==> src/rtl/muldiv_unit.sv <==
// Multiply/divide unit with architectural HI/LO registers.
// Pipelined multiplier, iterative restoring divider, cancel, MTHI/MTLO.
module muldiv_unit #(
  parameter int WIDTH      = 32,
  parameter int MUL_STAGES = 2
) (
  input  logic             clk,
  input  logic             rst,
  input  logic             start,
  input  logic [1:0]       op,
  input  logic [WIDTH-1:0] a,
  input  logic [WIDTH-1:0] b,
  input  logic             cancel,
  input  logic             we_hi,
  input  logic             we_lo,
  input  logic [WIDTH-1:0] wd,
  output logic             busy,
  output logic             done,
  output logic [WIDTH-1:0] hi,
  output logic [WIDTH-1:0] lo
);

  localparam int CMAX = (WIDTH > MUL_STAGES) ? WIDTH : MUL_STAGES;
  localparam int CW   = $clog2(CMAX + 1);

  typedef enum logic [1:0] {IDLE, MUL, DIV, FIX} state_t;

  state_t state_q, state_d;

  logic [CW-1:0]      cnt_q;
  logic [2*WIDTH-1:0] pipe_q [MUL_STAGES];
  logic [WIDTH-1:0]   quo_q, rem_q, dvs_q;
  logic [WIDTH-1:0]   hi_q, lo_q;
  logic               dz_q, qneg_q, rneg_q;
  logic               done_q;

  logic               accept, wr_mul, wr_fix;
  logic               sa, sb, b_zero;
  logic [WIDTH-1:0]   a_mag, b_mag;
  logic [2*WIDTH-1:0] a_ext, b_ext, prod;
  logic [WIDTH:0]     rem_sh, diff;
  logic [WIDTH-1:0]   q_fin, r_fin;

  assign busy = (state_q != IDLE);
  assign done = done_q;
  assign hi   = hi_q;
  assign lo   = lo_q;

  assign sa     = op[0] & a[WIDTH-1];
  assign sb     = op[0] & b[WIDTH-1];
  assign b_zero = (b == '0);
  assign a_mag  = sa ? -a : a;
  assign b_mag  = sb ? -b : b;
  assign a_ext  = {{WIDTH{sa}}, a};
  assign b_ext  = {{WIDTH{sb}}, b};
  assign prod   = a_ext * b_ext;

  // One restoring step: shift in next dividend bit, trial subtract.
  assign rem_sh = {rem_q, quo_q[WIDTH-1]};
  assign diff   = rem_sh - {1'b0, dvs_q};

  assign q_fin = qneg_q ? -quo_q : quo_q;
  assign r_fin = rneg_q ? -rem_q : rem_q;

  always_comb begin
    state_d = state_q;
    accept  = 1'b0;
    wr_mul  = 1'b0;
    wr_fix  = 1'b0;
    unique case (state_q)
      IDLE: begin
        if (start) begin
          accept = 1'b1;
          unique case (1'b1)
            !op[1]:  state_d = MUL;
            b_zero:  state_d = FIX;
            default: state_d = DIV;
          endcase
        end
      end
      MUL: begin
        if (cancel) begin
          state_d = IDLE;
        end else if (cnt_q == CW'(MUL_STAGES)) begin
          wr_mul  = 1'b1;
          state_d = IDLE;
        end
      end
      DIV: begin
        if (cancel) begin
          state_d = IDLE;
        end else if (cnt_q == CW'(WIDTH - 1)) begin
          state_d = FIX;
        end
      end
      FIX: begin
        state_d = IDLE;
        wr_fix  = !cancel;
      end
      default: state_d = IDLE;
    endcase
  end

  always_ff @(posedge clk or posedge rst) begin
    if (rst) state_q <= IDLE;
    else     state_q <= state_d;
  end

  always_ff @(posedge clk or posedge rst) begin
    if (rst) begin
      for (int i = 0; i < MUL_STAGES; i++) pipe_q[i] <= '0;
      cnt_q  <= '0;
      quo_q  <= '0;
      rem_q  <= '0;
      dvs_q  <= '0;
      dz_q   <= 1'b0;
      qneg_q <= 1'b0;
      rneg_q <= 1'b0;
      done_q <= 1'b0;
      hi_q   <= '0;
      lo_q   <= '0;
    end else begin
      done_q <= wr_mul | wr_fix;
      for (int i = 1; i < MUL_STAGES; i++) pipe_q[i] <= pipe_q[i-1];
      if (accept) begin
        pipe_q[0] <= prod;
        cnt_q     <= op[1] ? '0 : CW'(1);
        // Divide by zero parks the raw dividend for the HI write.
        quo_q     <= b_zero ? a : a_mag;
        rem_q     <= '0;
        dvs_q     <= b_mag;
        dz_q      <= b_zero;
        qneg_q    <= sa ^ sb;
        rneg_q    <= sa;
      end else if (state_q == MUL) begin
        cnt_q <= cnt_q + 1'b1;
      end else if (state_q == DIV) begin
        cnt_q <= cnt_q + 1'b1;
        rem_q <= diff[WIDTH] ? rem_sh[WIDTH-1:0] : diff[WIDTH-1:0];
        quo_q <= {quo_q[WIDTH-2:0], !diff[WIDTH]};
      end
      if (wr_mul) begin
        {hi_q, lo_q} <= pipe_q[MUL_STAGES-1];
      end else if (wr_fix) begin
        hi_q <= dz_q ? quo_q : r_fin;
        lo_q <= dz_q ? '1 : q_fin;
      end else if (!busy) begin
        if (we_hi) hi_q <= wd;
        if (we_lo) lo_q <= wd;
      end
    end
  end

endmodule

==> config.mk <==
export PLATFORM = sky130hd
export DESIGN_NAME = muldiv_unit
export DESIGN_NICKNAME = d
export VERILOG_FILES = /design/src/rtl/muldiv_unit.sv
export SDC_FILE = /design/constraint.sdc
export NUM_CORES = 2
export LEC_CHECK = 0
export BUFFER_PORTS_ARGS = -buffer_cell sky130_fd_sc_hd__buf_4
export CORE_MARGIN = 2
export CORE_UTILIZATION = 55
export DETAILED_ROUTE_END_ITERATION = 8
export HOLD_SLACK_MARGIN = 0.1
export PLACE_DENSITY = 0.75
export SKIP_CTS_REPAIR_TIMING = 1
export SLEW_MARGIN = 5
export SYNTH_ARGS = -nofsm -noshare
export SYNTH_HDL_FRONTEND = slang
export SYNTH_SLANG_ARGS = --single-unit
export TNS_END_PERCENT = 30
==> constraint.sdc <==
create_clock -name clk -period 14.7 [get_ports clk]
set_clock_uncertainty 0.15 [all_clocks]
set_input_delay 2.205 -clock clk [delete_from_list [all_inputs] [get_ports clk]]
set_output_delay 2.205 -clock clk [all_outputs]
set_load 0.03 [all_outputs]
Word-level counts from Yosys, hierarchy flattened
Index checks and enable logic that the tools add are counted.
W data, S select, Z words.
{"block": "word_totals", "reg_bits": 300, "input_bits": 104, "output_inout_bits": 66, "word_cells": 87}
{"block": "classes", "n_addsub": 6, "n_mul": 1, "eq_ne": 10, "n_mux": 39, "bitwise_logic": 4, "reduce_logical": 14}
{"operator": "$mux W32", "n": 22}
{"operator": "$neg A32 Y32", "n": 4}
{"operator": "$mul A33 B33 Y64", "n": 1}
{"operator": "$sub A33 B32 Y33", "n": 1}
{"operator": "$logic_not A32 Y1", "n": 1}
{"operator": "$mux W6", "n": 3}
{"operator": "$mux W2", "n": 5}
{"operator": "$reduce_bool A3 Y1", "n": 3}
{"operator": "$pmux W2 S4", "n": 1}
{"operator": "$mux W1", "n": 7}
{"operator": "$add A6 B1 Y6 const B", "n": 1}
{"operator": "$eq A6 B2 Y1 const B", "n": 1}
{"operator": "$eq A6 B5 Y1 const B", "n": 1}
{"operator": "$ne A3 B3 Y1 const B", "n": 2}
{"operator": "$reduce_and A2 Y1", "n": 3}
{"operator": "$eq A2 B2 Y1 const B", "n": 2}
{"operator": "$ne A2 B2 Y1 const B", "n": 2}
{"operator": "$pmux W2 S2", "n": 1}
{"operator": "$reduce_bool A2 Y1", "n": 2}
{"operator": "$logic_not A1 Y1", "n": 3}
{"operator": "$ne A3 B1 Y1 const B", "n": 1}
{"operator": "$reduce_and A3 Y1", "n": 1}
{"operator": "$and A1 B1 Y1", "n": 2}
{"operator": "$eq A2 B1 Y1 const B", "n": 1}
{"operator": "other kinds (3)", "n": 3}

Longest topological paths before layout
{"block": "depth", "word_depth": 6, "depth_mapped": 31, "depth_no_buf": 28}

Least setup slack after synthesis
No wires, ideal clock.
{"block": "synth_timing", "path_kind": "input to register", "start": "in op[0]", "end": "reg pipe_q[122] (netlist name)", "setup_ps": 149, "arrival_time_ps": 9745, "required_ps": 14401, "slack_ps": 4657, "cell_stages": 28, "n_path_buf": 3, "cell_sequence": "and2_1 -> clkbuf_1 -> clkbuf_1 -> nand2_1 -> inv_1 -> fa_1 -> fa_1 -> fa_1 -> inv_1 -> fa_1 -> inv_1 -> fa_1 -> fa_1 -> fa_1 -> inv_1 -> fa_1 -> inv_1 -> ha_1 -> clkbuf_1 -> o21a_1 -> nor2_1 -> o31a_1 -> or3_1 -> a2111oi_0 -> o21ai_0 -> a21oi_1 -> mux2i_1 -> o311ai_0"}
{"block": "synth_between", "elab_chain_len": 2, "word_cells_on_any_way": 3, "cone_classes": "1 x mul; 2 x bitwise"}
{"element": "start: declaration", "line_no": "10", "rtl": "input logic [1:0] op,"}
{"element": "$and A1 B1 Y1 (on tied branches)", "line_no": "49, 50"}
{"element": "$mul A33 B33 Y64 (*)", "line_no": "56", "rtl": "assign prod = a_ext * b_ext;"}
{"element": "end: declaration", "line_no": "31", "rtl": "logic [2*WIDTH-1:0] pipe_q [MUL_STAGES];"}
Mark *: on every way between the ends. The rest lies on a longest branch, timed or not.
A chain may end at the register's enable or synchronous reset.

Final worst setup path
{"block": "layout_timing", "start": "in op[0]", "end": "reg pipe_q[119] (netlist name)"}
Same word-level chain as after synthesis.

==> impl_metrics.env <==
export IMPL_status="completed"
export IMPL_cts_tree="yes"
export IMPL_synth_common_cells="inv_1 (1136), fa_1 (1126), nand2_1 (1021)"
export IMPL_synth_flop_cell="dfrtp_1"
export IMPL_maxSlewViolCount=0
export IMPL_synthCells=6022
export IMPL_grt_ovfl_total=0
export IMPL_fillers=8474
export IMPL_ys_ff_latch=300
export IMPL_routedWlPerCell_um=22.49
export IMPL_clk_pin_slew_worst_paths_ns=0.06
export IMPL_finalHoldViolations=0
export IMPL_maxCapViolations=0
export IMPL_max_slew_margin_pct=18.49
export IMPL_synth_edf_count=0
export IMPL_rr_worst_depth=15
export IMPL_hold_end="pipe_q[0]"
export IMPL_setup_viol=0
export IMPL_wirelength_mm=161.5
export IMPL_rsz0062_at_grt="no"
export IMPL_start_util_pct=55.19
export IMPL_grt_pass1_vias=44716
export IMPL_rr_startpoint="quo_q[31]"
export IMPL_crit_required_ns=14.92
export IMPL_die_w_um=317.6
export IMPL_clock_path_buffers=3
export IMPL_tightest_slew_ns=1.223
export IMPL_period_needed_ns=11.04
export IMPL_ys_seq_area_share_pct=13.88
export IMPL_cts_inserted_buffers=34
export IMPL_io_buffers=169
export IMPL_grt_start_max_net_pins=122
export IMPL_core_rowCount=115
export IMPL_dr_first_iter_drc_count=3876
export IMPL_dieArea_um2=100800
export IMPL_area_growth_syn_to_layout_pct=5.227
export IMPL_crit_top_cell="fa_1"
export IMPL_grt_usage_pct=32.75
export IMPL_r2r_setup_slack_ns=9.92
export IMPL_drive_above_1_share_pct=4.908
export IMPL_grt_pass1_wl_mm=255.7
export IMPL_reg2reg_to="rem_q[29]"
export IMPL_vias=42095
export IMPL_syn_area_per_cell_um2=8.980
export IMPL_place_congestion=0.9713
export IMPL_first_pass_iters=8
export IMPL_fmax_ghz=0.09056
export IMPL_arrival_ns=11.26
export IMPL_die_h_um=317.6
export IMPL_numClockSinks=300
export IMPL_cp_slowest_stage_delay_ns=0.89
export IMPL_antenna_found_initial=11
export IMPL_hold_path_class="reg2reg"
export IMPL_coreArea_um2=97990
export IMPL_root_buffer="clkbuf_16"
export IMPL_setup_tns_ns=0
export IMPL_path_class="in2reg"
export IMPL_crit_path_top_delay_cell="and2_1"
export IMPL_yosysTopAreaCellShare_pct=41.68
export IMPL_yosysTopAreaCell="fa_1"
export IMPL_crit_buf_inv=6
export IMPL_cp_top_family="adder cells"
export IMPL_ant_nets=0
export IMPL_synth_most_common_cell="inv_1"
export IMPL_yosysUniqueCellTypes=63
export IMPL_via_per_inst=5.864
export IMPL_ys_top_cells_by_area="fa_1 (42%), dfrtp_1 (14%), inv_1 (7.9%), nand2_1 (7.1%), ha_1 (5.8%)"
export IMPL_postLayoutCoreUtil_pct=58.07
export IMPL_h_tree_depth=2
export IMPL_hpwl_mm=120.8
export IMPL_min_path_cells=0
export IMPL_ios=170
export IMPL_synthArstFlopShare_pct=100.0
export IMPL_fin_crit_sh_pct=75.12
export IMPL_clk_latency_ns=0.54
export IMPL_crit_path_end_kind="flip-flop"
export IMPL_syn_cell_area_um2=54080
export IMPL_hp_start="pipe_q[64]"
export IMPL_syn_nets=7502
export IMPL_start_kind="input pin"
export IMPL_route_detailed_drc=0
export IMPL_nets=7345
export IMPL_critPathMaxFanout=23
export IMPL_ys_warn_count=0
==> cells in the final DEF (no fill, tap or decap), types with 36 or more instances in the layout <==
cell type | synthesis | final
o31ai_1 | 38 | 38
xor2_1 | 82 | 81
nand2_1 | 1021 | 1019
and2_1 | 342 | 342
dfrtp_1 | 300 | 299
a21o_1 | 42 | 42
inv_1 | 1136 | 1135
buf_4 | 0 | 206
o211ai_1 | 39 | 39
ha_1 | 250 | 250
nor2_1 | 200 | 199
nand3_1 | 62 | 61
xnor2_1 | 132 | 132
a31oi_1 | 55 | 55
and3_1 | 36 | 36
a21oi_1 | 183 | 183
o21ai_0 | 218 | 218
mux2i_1 | 37 | 37
fa_1 | 1126 | 1126
==> logic make-up after synthesis <==
group	share of synthesized area [%]
buffers and inverters	10.67
adder cells (fa/ha/maj)	47.47
multiplexers	0.7890
XOR/XNOR	3.466
flip-flops	13.88
AND/OR/NAND/NOR	15.26
AO/OA/AOI/OAI	8.459
==> how the worst max path moves through the flow <==
stage / from / to / depth (start not counted)
after floorplan: rst / cnt_q[0] / 1
after global placement: op[0] / pipe_q[119] / 26
after detailed placement: op[0] / pipe_q[119] / 26
after CTS: op[0] / pipe_q[119] / 26
after global routing: op[0] / pipe_q[119] / 26
final: op[0] / pipe_q[119] / 26
==> metrics by stage <==
step / cell area (µm²) / setup WS, ns / std cells / hold slack (ns)
global route: 56900 / 3.301 / 7177 / 0.2388
global placement: 55790 / 3.364 / 7116 / 0.2084
floorplan: 54080 / 4.056 / 6022 / 0.2001
detailed placement: 55790 / 3.181 / 7116 / 0.2125
CTS: 56890 / 3.714 / 7175 / 0.2185
finish: 56900 / 3.657 / 7179 / 0.2183
==> cell type report <==
type	count	area [µm²]	share of cell area, %
Multi-Input combinational cell	4187	40850	71.79
Timing Repair Buffer	206	1546	2.718
Clock inverter	13	148.9	0.2617
Sequential cell	300	7508	13.20
Tap cell	1287	1610	2.830
Inverter	1136	4272	7.507
Clock buffer	46	955.9	1.680
Antenna cell	4	10.01	0.01759
==> metal layers <==
layer	wire (µm)	share of wire, %	global-route usage (%)
met1	61460	38	43.36
met2	75380	47	52.80
met3	15420	9.5	6.095
met4	9203	5.7	14.89
met5	24	0.015	0
==> state kept, by name (all words and copies together) (netlist names) <==
signal and cells:
lo 32, rem_q 32, state_q 2, qneg_q 1
quo_q 32, dz_q 1, hi 32, dvs_q 32
cnt_q 6, done 1, rneg_q 1, pipe_q 128
==> worst register-to-register path, delay by kind of cell, from the launching register on <==
kind,cells,cell delay [ns]
flip-flops,1,0.52
AO/OA/AOI/OAI,8,2.22
XOR/XNOR,1,0.16
buffers and inverters,3,0.67
adder cells (fa/ha/maj),2,0.59
AND/OR/NAND/NOR,1,0.41
Power is left out: the tool's default activity adds up to more than one toggle a clock period on the data nets, which glitch-free logic cannot reach.
